### config.mk
export PLATFORM = sky130hd
export DESIGN_NAME = vga_fb_arbiter
export DESIGN_NICKNAME = d
export VERILOG_FILES = /design/src/rtl/marvin_vga_pkg.sv /design/src/rtl/vga_fb_addr.sv /design/src/rtl/vga_fb_arbiter.sv
export SDC_FILE = /design/constraint.sdc
export NUM_CORES = 1
export LEC_CHECK = 0
export ABC_AREA = 1
export ABC_CLOCK_PERIOD_IN_PS = 4250
export BUFFER_PORTS_ARGS = -buffer_cell sky130_fd_sc_hd__buf_2
export CORE_MARGIN = 2
export CORE_UTILIZATION = 25
export DETAILED_ROUTE_END_ITERATION = 16
export GPL_TIMING_DRIVEN = 0
export PLACE_DENSITY_LB_ADDON = 0.08
export SYNTH_ARGS = -nofsm -noshare
export SYNTH_HDL_FRONTEND = slang
export SYNTH_HIERARCHICAL = 1
export SYNTH_SLANG_ARGS = --single-unit
### constraint.sdc
create_clock -name clk -period 4.25 [get_ports clk]
set_clock_uncertainty 0.05 [all_clocks]
set_input_delay 0.6375 -clock clk [delete_from_list [all_inputs] [get_ports clk]]
set_output_delay 0.6375 -clock clk [all_outputs]
set_load 0.03 [all_outputs]
### src/rtl/marvin_vga_pkg.sv
// rtl/marvin_vga_pkg.sv - shared pixel and RAM-slot ownership types for the VGA framebuffer path
package marvin_vga_pkg;

    typedef logic [11:0] color_t;

    typedef enum logic [1:0] {
        OWN_NONE,
        OWN_DISP,
        OWN_CPU_RD,
        OWN_CPU_WR
    } owner_e;

    function automatic logic owner_is_cpu(input owner_e owner);
        return (owner == OWN_CPU_RD) || (owner == OWN_CPU_WR);
    endfunction

endpackage

### src/rtl/vga_fb_addr.sv
// rtl/vga_fb_addr.sv - maps a screen coordinate onto a framebuffer address and range flag
module vga_fb_addr #(
    parameter int FB_WIDTH   = 160,
    parameter int FB_HEIGHT  = 120,
    parameter int SCALE_LOG2 = 2,
    parameter int ADDR_W     = 15
) (
    input  logic [15:0]     pix_x,
    input  logic [15:0]     pix_y,
    output logic [ADDR_W:0] disp_addr,
    output logic            in_range
);

    localparam int AW1 = ADDR_W + 1;

    logic [15:0] fb_x;
    logic [15:0] fb_y;

    // The extra address bit keeps row*width from wrapping onto a valid cell.
    always_comb begin
        fb_x      = pix_x >> SCALE_LOG2;
        fb_y      = pix_y >> SCALE_LOG2;
        in_range  = (32'(fb_x) < FB_WIDTH) && (32'(fb_y) < FB_HEIGHT);
        disp_addr = AW1'(32'(fb_y) * FB_WIDTH + 32'(fb_x));
    end

endmodule

### src/rtl/vga_fb_arbiter.sv
// rtl/vga_fb_arbiter.sv - shares one sync framebuffer RAM port between display refresh and CPU
module vga_fb_arbiter
    import marvin_vga_pkg::*;
#(
    parameter int FB_WIDTH   = 160,
    parameter int FB_HEIGHT  = 120,
    parameter int SCALE_LOG2 = 2,
    parameter int ADDR_W     = 15
) (
    input  logic              clk,
    input  logic              rst,
    input  logic [15:0]       pix_x,
    input  logic [15:0]       pix_y,
    output color_t            color,
    input  logic              cpu_req,
    input  logic              cpu_we,
    input  logic [ADDR_W-1:0] cpu_addr,
    input  logic [11:0]       cpu_wdata,
    output logic              cpu_ready,
    output logic              cpu_rvalid,
    output color_t            cpu_rdata,
    output logic              cpu_err,
    output logic [ADDR_W-1:0] ram_addr,
    output logic              ram_we,
    output logic [11:0]       ram_wdata,
    input  logic [11:0]       ram_rdata
);

    localparam int FB_CELLS = FB_WIDTH * FB_HEIGHT;

    logic [ADDR_W:0] disp_addr;
    logic            disp_in_range;

    vga_fb_addr #(
        .FB_WIDTH  (FB_WIDTH),
        .FB_HEIGHT (FB_HEIGHT),
        .SCALE_LOG2(SCALE_LOG2),
        .ADDR_W    (ADDR_W)
    ) u_addr (
        .pix_x    (pix_x),
        .pix_y    (pix_y),
        .disp_addr(disp_addr),
        .in_range (disp_in_range)
    );

    owner_e          owner;
    owner_e          tag_q;
    logic            cpu_oor;
    logic            oor_q;
    logic            blank_q;
    logic            fetched_q;
    logic [ADDR_W:0] last_addr_q;
    logic            disp_need;

    always_comb begin
        cpu_oor   = 32'(cpu_addr) >= FB_CELLS;
        disp_need = !rst && disp_in_range && (!fetched_q || (disp_addr != last_addr_q));
    end

    // Display refresh always takes the slot; the CPU only gets leftovers.
    always_comb begin
        owner     = OWN_NONE;
        ram_addr  = '0;
        ram_we    = 1'b0;
        ram_wdata = '0;
        if (rst) begin
            owner = OWN_NONE;
        end else if (disp_need) begin
            owner = OWN_DISP;
        end else if (cpu_req) begin
            owner = cpu_we ? OWN_CPU_WR : OWN_CPU_RD;
        end
        case (owner)
            OWN_DISP:   ram_addr = disp_addr[ADDR_W-1:0];
            OWN_CPU_RD: ram_addr = cpu_addr;
            OWN_CPU_WR: begin
                ram_addr  = cpu_addr;
                ram_we    = !cpu_oor;
                ram_wdata = cpu_wdata;
            end
            default:    ram_addr = '0;
        endcase
        cpu_ready = owner_is_cpu(owner);
    end

    always_ff @(posedge clk) begin
        if (rst) begin
            tag_q       <= OWN_NONE;
            oor_q       <= 1'b0;
            blank_q     <= 1'b0;
            fetched_q   <= 1'b0;
            last_addr_q <= '0;
            color       <= '0;
            cpu_rvalid  <= 1'b0;
            cpu_rdata   <= '0;
            cpu_err     <= 1'b0;
        end else begin
            tag_q   <= owner;
            oor_q   <= cpu_oor;
            blank_q <= !disp_in_range;
            if (owner == OWN_DISP) begin
                fetched_q   <= 1'b1;
                last_addr_q <= disp_addr;
            end

            // Second stage: route the RAM word to whoever owned last cycle.
            cpu_rvalid <= (tag_q == OWN_CPU_RD);
            cpu_err    <= owner_is_cpu(tag_q) && oor_q;
            if (tag_q == OWN_CPU_RD) begin
                cpu_rdata <= oor_q ? color_t'(0) : ram_rdata;
            end
            if (tag_q == OWN_DISP) begin
                color <= ram_rdata;
            end else if (blank_q) begin
                color <= '0;
            end
        end
    end

endmodule

==> results.json, run 1 <==
{
  "status": "complete, but fails checks",
  "violations": "negative setup slack",
  "clk-insertion-delay-late_ps": 290,
  "synth-edff-count": 0,
  "clock_sinks": 47,
  "synth_cells": 506,
  "yosysSeqAreaShare_pct": 28.4,
  "hold_path_end": "last_addr_q[0]",
  "synthTopCellsByArea": "dfxtp_1, nand2_1, nand3_1",
  "synthMuxAreaShare_pct": 0,
  "synth-simple-area-share_pct": 35.0,
  "cts_tree": "built",
  "synth_common_cells": "nand2_1, nand3_1, inv_1",
  "r2r_cells": 12,
  "finalSetupViolations": 29,
  "cp_data_required_time_ps": 3560,
  "grt_max_degree": 16,
  "rrSetupSlack_ps": 2590,
  "wl_mm": 10.5,
  "fillers": 1393,
  "syn_area_sq_um": 3320,
  "clock_path_buffers": 2,
  "die_w_um": 119,
  "dieArea_sq_um": 14200,
  "synthesis.nets": 608,
  "hold_viol_final": 0,
  "hold_depth": 2,
  "synth_xor_area_share_pct": 3.96,
  "seqCellArea_sq_um": 941,
  "dpl.cell_count": 802,
  "num_vias": 3684,
  "min_from": "last_addr_q[0]",
  "critPathCaptureType": "primary output",
  "vias_per_cell": 4.47,
  "ir_drop_mv": 0.127,
  "maxCapViolations": 0,
  "synth.distinct_cells": 31,
  "ys.warnings.count": 6,
  "fin_util_pct": 39.7,
  "drt_first_pass_iters": 5,
  "num_antenna_cells": 0,
  "timing.final.crit_share_pct": 109,
  "ant_nets": 0,
  "hold_class": "register to register",
  "io_pins": 130,
  "numCtsBuffers": 5,
  "synthDominantCellAreaShare_pct": 28.4,
  "worstMarginPinSlew_ps": 962,
  "synth_top_family_by_area": "simple AND/OR/NAND/NOR gates",
  "multi_input_area_sq_um": 2470,
  "worstPathArrival_ps": 3940,
  "path_clk_slew_ps": 70,
  "area.growth.synth_to_final_pct": 56.4,
  "grt_usage_pct": 14.9,
  "rsz0062_at_grt": "yes",
  "cts_max_level": 2,
  "crit_type": "input pin to primary output",
  "io_buffer_count": 120,
  "grt_overflow": 0,
  "final_area_sq_um": 5190,
  "worst_slack_ps": -377,
  "layout.cells.non_filler": 825,
  "r2r_start": "last_addr_q[7]",
  "num-nets-final": 750,
  "min_period_ps": 4630,
  "p_total_w": 0.00156,
  "maxSlewViolCount": 0,
  "first_global_vias": 3495,
  "synth_compound_area_share_pct": 9.50,
  "holdBufCountCts": 0,
  "grt_pass1_wl_mm": 17.1,
  "antenna_found_initial": 0,
  "synth_top_area_cell": "dfxtp_1",
  "drive_gt1_share_pct": 37.9,
  "r2r_end": "last_addr_q[8]",
  "synthArstFlopShare_pct": 0,
  "setup_tns_ps": -9570,
  "power.leakage_nw": 2.44,
  "placed_area_sq_um": 4290,
  "cp-start-kind": "input pin",
  "max_freq_mhz": 216,
  "syn_area_per_cell_sq_um": 6.56,
  "synth_flop_cell": "dfxtp_1",
  "core-area_sq_um": 13100,
  "die_h_um": 119,
  "initial_core_util_pct": 25.4,
  "wire_per_inst_um": 12.8,
  "fp-row-count": 42,
  "p_per_area_nw_per_um2": 300,
  "crit_fanout": 4,
  "clock-root-buffer": "clkbuf_16",
  "post-synth-top-count-cell": "nand2_1",
  "drt_iter0_markers": 138,
  "synthAdderAreaFrac_pct": 10.6,
  "dp_hpwl_mm": 8.08,
  "slew_headroom_pct": 35.6,
  "gp_congestion": 0.762,
  "synth-seq-cells": 47,
  "drc": 0
}
-- cells by family (layout without fill, tap and decap cells) --
kind of cell	after synthesis	after routing
xor gates and xnor gates	15	15
buffers and inverters	98	241
adders and majority gates	27	27
AOI/OAI and AO/OA	60	60
DFF	47	47
and+or+nand+nor	259	259
-- flip-flops by register name, summed over array words and instances, names as in the netlist --
signal	flops
blank_q	1
color	12
cpu_rdata	12
last_addr_q	16
fetched_q	1
cpu_rvalid	1
oor_q	1
tag_q	2
cpu_err	1
-- power by group --
| group | switching [W] | leakage (nW) | total, W | internal, W |
|---|---|---|---|---|
| logic | 0.000368 | 1.97 | 0.000629 | 0.000261 |
| registers | 0.00000449 | 0.381 | 0.000454 | 0.000450 |
| clock network | 0.000177 | 0.0875 | 0.000473 | 0.000296 |
| total | 0.000550 | 2.44 | 0.00156 | 0.00101 |
-- worst max-delay path, stage by stage --
cell and delay [ps]:
buf_12 110, ha_4 230, ha_4 160, fa_2 410
a21oi_4 170, xnor2_2 90, ha_1 320, nand2_2 90
inv_2 40, a21oi_2 110, nand2_2 90, nand2_2 70
nand2_2 50, nand2_1 50, nand2_1 60, nand2_2 80
inv_2 40, a21oi_2 140, nand3_2 90, nor2_4 110
nand3_4 110, buf_6 160, buf_4 150, nand3_1 110
nand2_1 80, buf_4 170
-- cell usage in the layout (no fill, tap or decap), drive strengths merged, types with 2 or more instances in the layout --
cell,synthesis,routed
nor3,2,2
nand2,131,131
o21ai,4,4
inv,74,75
xor2,8,8
clkbuf,10,16
nand4,3,3
dfxtp,47,47
buf,14,149
xnor2,7,7
ha,25,25
nand3,80,80
nor4,2,2
a21oi,51,51
fa,2,2
nor2,41,41
-- area by class of cell --
class                           instances  share of cell area, %
Inverter                               74                   5.35
Clock inverter                          2                  0.747
Clock buffer                            6                   2.68
Multi-Input combinational cell        361                   47.7
Tap cell                              176                   4.24
Timing Repair Buffer                  135                   18.0
Buffer                                 24                   3.18
Sequential cell                        47                   18.1
-- metrics by stage --
stage | setup slack, ps | hold WS, ps
2_1_floorplan | -75.0 | 391
3_3_place_gp | -781 | 404
3_5_place_dp | -778 | 409
4_1_cts | -459 | 420
5_1_grt | -627 | 438
6_report | -377 | 415
-- what timing repair did --
action,in CTS,in global routing
buffers inserted,7,6
resized for setup,97,33
pin swaps,22,31
hold endpoints to repair,0,0
gates cloned,2,0
setup endpoints to repair,29,29
-- per-layer routing --
| layer | wire length [um] | track usage [%] | part of all wire, % |
|---|---|---|---|
| met5 | 0 | 0 | 0 |
| met4 | 95 | 2.98 | 0.90 |
| met3 | 594 | 2.59 | 5.6 |
| met2 | 4920 | 24.9 | 47 |
| met1 | 4910 | 20.2 | 47 |
-- worst max path at each step --
stage                   from       endpoint  depth (start not counted)  slack (ps)
floorplan           pix_y[3]  ram_wdata[10]                         24         -70
global placement    pix_y[5]   ram_addr[13]                         27        -780
detailed placement  pix_y[5]   ram_addr[13]                         27        -780
CTS                 pix_y[5]   ram_wdata[3]                         26        -460
global route        pix_y[5]   ram_wdata[9]                         26        -630
finish              pix_y[5]   ram_addr[12]                         26        -380
Power figures use the tool's default switching activity.
==> run 2, diff against run 1 <==
--- a/config.mk
+++ b/config.mk
@@ -11,7 +11,7 @@
 export CORE_MARGIN = 2
 export CORE_UTILIZATION = 25
 export DETAILED_ROUTE_END_ITERATION = 16
-export GPL_TIMING_DRIVEN = 0
+export GPL_TIMING_DRIVEN = 1
 export PLACE_DENSITY_LB_ADDON = 0.08
 export SYNTH_ARGS = -nofsm -noshare
 export SYNTH_HDL_FRONTEND = slang
==> run 2 against run 1 <==
- the run still ends with negative setup slack left
- count of clock-buffer cells in the layout decreased by 1
- power decreased by 7.8%
- via count decreased by 2.2%
- register-to-register slack got worse by 30 ps
- clock power decreased by 19%
- maximum frequency decreased by 0.27%
- first-iteration DRC count increased by 68%
- die area unchanged
- design area decreased by 4.2%
- cell count increased by 1.3%
- critical path type unchanged
- critical endpoint is now ram_we
- largest power group unchanged
==> results.json, run 2 (same netlist as run 1, synthesis figures left out) <==
{
  "layout.cells.non_filler": 836,
  "gp_congestion": 0.758,
  "io_pins": 130,
  "violations": "negative setup slack",
  "setup_tns_ps": -9740,
  "clk-insertion-delay-late_ps": 280,
  "drt_first_pass_iters": 4,
  "num_antenna_cells": 0,
  "clock-root-buffer": "clkbuf_16",
  "grt_pass1_wl_mm": 16.1,
  "power_frac_clock_pct": 26.7,
  "die_h_um": 119,
  "clock_sinks": 47,
  "finalSetupViolations": 29,
  "initial_core_util_pct": 25.4,
  "antenna_found_initial": 0,
  "grt_max_degree": 49,
  "swShare_pct": 35.0,
  "first_global_vias": 3380,
  "grt_usage_pct": 13.9,
  "io_buffer_count": 125,
  "die_w_um": 119,
  "ant_nets": 0,
  "crit_type": "input pin to primary output",
  "top_register": "last_addr_q",
  "internal_power_w": 0.000932,
  "final_cell_mix": "nand2_1, buf_2, inv_1, nand3_1, buf_4",
  "worstMarginPinSlew_ps": 838,
  "core-area_sq_um": 13100,
  "drc": 0,
  "dp_hpwl_mm": 7.76,
  "wire_per_inst_um": 11.9,
  "cts_tree": "built",
  "wl_mm": 9.93,
  "reg_top3": "last_addr_q (16), color (12), cpu_rdata (12)",
  "placed_area_sq_um": 4480,
  "mostFrequentLayoutCell": "nand2_1",
  "worst_slack_ps": -390,
  "p_sw_w": 0.000503,
  "p_per_area_nw_per_um2": 289,
  "area.growth.synth_to_final_pct": 49.8,
  "vias_per_cell": 4.31,
  "numCtsBuffers": 5,
  "largest_reg_flops": 16,
  "crit_fanout": 7,
  "maxSlewViolCount": 0,
  "hold_viol_final": 0,
  "path_clk_slew_ps": 70,
  "fp-row-count": 42,
  "worstPathArrival_ps": 3950,
  "status": "complete, but fails checks",
  "rsz0062_at_grt": "yes",
  "critPathCaptureType": "primary output",
  "grt_overflow": 0,
  "hold_slack_ps": 413,
  "path_common_cell": "nand2_1",
  "worst-path-buf-inv": 5,
  "holdBufCountCts": 0,
  "cts_max_level": 2,
  "seq_power_share_pct": 31.7,
  "critical-path-top-delay-family": "simple AND/OR/NAND/NOR gates",
  "p_total_w": 0.00144,
  "worst_path_max_delay_cell": "fa_2",
  "num-nets-final": 762,
  "final_area_sq_um": 4970,
  "clock_path_buffers": 2,
  "slew_headroom_pct": 44.1,
  "min_period_ps": 4640,
  "dpl.cell_count": 823,
  "max_freq_mhz": 216,
  "power_frac_comb_pct": 41.5,
  "dieArea_sq_um": 14200,
  "ir_drop_mv": 0.129,
  "power.leakage_nw": 2.47,
  "maxCapViolations": 0,
  "hold_class": "register to register",
  "cp_slowest_stage_delay_ps": 380,
  "drive_gt1_share_pct": 35.5,
  "drt_iter0_markers": 232,
  "cp-start-kind": "input pin",
  "cp_data_required_time_ps": 3560,
  "num_vias": 3604,
  "timing.final.crit_share_pct": 109
}
-- run 2: worst register-to-register path, stage by stage (launching register included) --
cell,delay [ps]
dfxtp_1,350
inv_1,50
nand2_1,50
nand2_1,40
nor2_1,100
nand2_1,70
nor2_2,140
nand3_4,100
nand2_4,110
buf_4,120
buf_6,110
buf_4,150
nand2_1,60
a21oi_1,110
-- run 2: power by group through the flow --
| stage | registers, W | clock network (W) | logic (W) |
|---|---|---|---|
| 6_report | 0.000456 | 0.000384 | 0.000596 |
| 5_1_grt | 0.000457 | 0.000417 | 0.000671 |
| 3_5_place_dp | 0.000466 | 0 | 0.000559 |
| 2_1_floorplan | 0.000479 | 0 | 0.000342 |
| 3_3_place_gp | 0.000466 | 0 | 0.000557 |
| 4_1_cts | 0.000456 | 0.000400 | 0.000593 |
-- run 2: layout make-up --
type                    count  area, sq um
well taps                 176          220
fillers                  1440         8110
clock buffers               5          125
flip-flops and latches     47          941
repair buffers            171         1180
inverters                  74          278
multi-input cells         361         2210
clock inverters             2         13.8
-- run 2: routing by layer --
layer,wire [um],GRT usage (%)
met5,0,0
met2,4540,23.1
met3,595,2.16
met4,60,2.68
met1,4740,19.2
-- run 2: through the flow --
stage	setup WS, ps	utilization (%)
5_1_grt	-577	38.0
3_3_place_gp	-474	34.2
4_1_cts	-476	37.6
3_5_place_dp	-537	34.2
2_1_floorplan	-75.0	-
6_report	-390	38.0
-- run 2: worst paths after layout --
path                    endpoint  slack [ps]  cells after the start            from
setup / recovery          ram_we        -390                     26        pix_y[5]
hold / removal    last_addr_q[0]         410                      2  last_addr_q[0]
setup reg to reg  last_addr_q[6]        2560                     13  last_addr_q[3]
hold reg to reg   last_addr_q[0]         410                      2  last_addr_q[0]
-- run 2: timing repair --
item | 4_1_cts | 5_1_grt
gates cloned | 1 | 0
buffers inserted | 4 | 2
pin swaps | 19 | 9
resized for setup | 69 | 9
setup endpoints to repair | 29 | 29
==> run 3, diff against run 2 <==
--- a/config.mk
+++ b/config.mk
@@ -10,9 +10,11 @@
 export BUFFER_PORTS_ARGS = -buffer_cell sky130_fd_sc_hd__buf_2
 export CORE_MARGIN = 2
 export CORE_UTILIZATION = 25
+export CTS_BUF_LIST = sky130_fd_sc_hd__clkbuf_8
 export DETAILED_ROUTE_END_ITERATION = 16
 export GPL_TIMING_DRIVEN = 1
 export PLACE_DENSITY_LB_ADDON = 0.08
+export SKIP_LAST_GASP = 1
 export SYNTH_ARGS = -nofsm -noshare
 export SYNTH_HDL_FRONTEND = slang
 export SYNTH_HIERARCHICAL = 1
==> run 3 against run 2 <==
- the run still ends with negative setup slack left
- clock power shrank 30%
- combinational power is essentially flat
- critical endpoint unchanged
- die area is the same
- count of clock-buffer cells in the layout is the same
- global-route usage is essentially flat
- sequential power is essentially flat
- design area shrank 1.0%
==> results.json, run 3 (same netlist as run 1, synthesis figures left out) <==
{
  "crit_fanout": 7,
  "grt_overflow": 0,
  "wl_mm": 9.92,
  "holdBufCountCts": 0,
  "timing.final.crit_share_pct": 109,
  "grt_usage_pct": 13.9,
  "setup_tns_ps": -9770,
  "grt_pass1_wl_mm": 16.1,
  "cts_max_level": 2,
  "placed_area_sq_um": 4480,
  "clock_path_buffers": 2,
  "ant_nets": 0,
  "num_vias": 3619,
  "area.growth.synth_to_final_pct": 48.3,
  "worst_slack_ps": -395,
  "worstMarginPinSlew_ps": 853,
  "antenna_found_initial": 0,
  "die_h_um": 119,
  "ir_drop_mv": 0.103,
  "initial_core_util_pct": 25.4,
  "fp-row-count": 42,
  "drt_first_pass_iters": 4,
  "critPathCaptureType": "primary output",
  "dp_hpwl_mm": 7.76,
  "cp-start-kind": "input pin",
  "wire_per_inst_um": 11.9,
  "dieArea_sq_um": 14200,
  "cp_data_required_time_ps": 3560,
  "clock-root-buffer": "clkbuf_8",
  "path_clk_slew_ps": 90,
  "clk-insertion-delay-late_ps": 300,
  "violations": "negative setup slack",
  "final_cell_mix": "nand2_1, buf_2, inv_1, nand3_1, buf_4",
  "multi_input_area_sq_um": 2220,
  "hold_class": "register to register",
  "status": "complete, but fails checks",
  "clock_sinks": 47,
  "final_area_sq_um": 4920,
  "finalSetupViolations": 29,
  "reg_top3": "last_addr_q (16), color (12), cpu_rdata (12)",
  "largest_reg_flops": 16,
  "worstPathArrival_ps": 3960,
  "num_antenna_cells": 0,
  "slew_headroom_pct": 43.0,
  "mostFrequentLayoutCell": "nand2_1",
  "crit_type": "input pin to primary output",
  "io_pins": 130,
  "first_global_vias": 3403,
  "die_w_um": 119,
  "cts_tree": "built",
  "vias_per_cell": 4.33,
  "grt_max_degree": 49,
  "rsz0062_at_grt": "yes",
  "gp_congestion": 0.758,
  "io_buffer_count": 125,
  "min_period_ps": 4640,
  "numCtsBuffers": 5,
  "max_freq_mhz": 215,
  "p_per_area_nw_per_um2": 268,
  "num-nets-final": 762,
  "drc": 0,
  "maxCapViolations": 0,
  "seqCellArea_sq_um": 941,
  "power.leakage_nw": 2.45,
  "maxSlewViolCount": 0,
  "fillers": 1441,
  "drive_gt1_share_pct": 35.6,
  "top_register": "last_addr_q",
  "hold_viol_final": 0,
  "drt_iter0_markers": 168,
  "core-area_sq_um": 13100
}
-- run 3: path summary, 6_finish.rpt --
path                        from  slack, ps              to  depth (start not counted)
setup / recovery        pix_y[5]       -390          ram_we                         26
hold / removal    last_addr_q[0]        420  last_addr_q[0]                          2
setup reg to reg  last_addr_q[3]       2560  last_addr_q[6]                         13
hold reg to reg   last_addr_q[0]        420  last_addr_q[0]                          2
-- run 3: timing repair --
item | CTS | global route
pin swaps | 19 | 9
endpoints found under the hold margin | 0 | 0
endpoints found under the setup margin | 29 | 29
gates cloned | 1 | 0
buffers inserted | 4 | 2
gates resized for setup | 69 | 10
-- run 3: layout make-up --
class / instances / area share (%)
flip-flops and latches: 47 / 19.1
multi-input cells: 361 / 45.0
clock buffers: 5 / 1.40
clock inverters: 2 / 0.280
inverters: 74 / 5.65
repair buffers: 171 / 24.0
well taps: 176 / 4.48
-- run 3: worst max-delay path, cell delays in order --
cell and delay [ps]:
buf_8 110, ha_4 230, ha_4 160, fa_2 380, a21oi_2 180, xnor2_2 140, ha_1 270, nand2_1 90
inv_1 50, a21oi_2 140, nand2_2 80, nand2_1 60, nand2_1 60, nand2_1 60, nand2_1 60, nand2_2 80
inv_2 40, a21oi_2 110, nand3_1 100, nor2_2 130, nand3_4 90, nand2_4 110, nand3_4 140, buf_12 220
nor2_4 110, buf_6 130
-- run 3: layer usage --
layer	track usage, %	routed length [um]	up-vias
li1	-	-	1913
met1	19.2	4790	1592
met2	23.2	4550	109
met3	2.16	522	5
met4	2.46	55	0
met5	0	0	-
-- run 3: where the power goes --
| part | total [W] | switching (W) | internal (W) |
|---|---|---|---|
| Combinational | 0.000597 | 0.000329 | 0.000268 |
| Clock | 0.000267 | 0.000154 | 0.000113 |
| Sequential | 0.000455 | 0.00000580 | 0.000450 |
-- run 3: through the flow --
| step | util (%) | setup slack [ps] | hold WS [ps] | total power [W] | instances |
|---|---|---|---|---|---|
| 2_1_floorplan | - | -75.0 | 391 | 0.000821 | 506 |
| 3_3_place_gp | 34.2 | -474 | 401 | 0.00102 | 823 |
| 3_5_place_dp | 34.2 | -537 | 407 | 0.00103 | 823 |
| 4_1_cts | 37.1 | -473 | 422 | 0.00133 | 835 |
| 5_1_grt | 37.6 | -586 | 437 | 0.00143 | 836 |
| 6_report | 37.6 | -395 | 417 | 0.00132 | 836 |
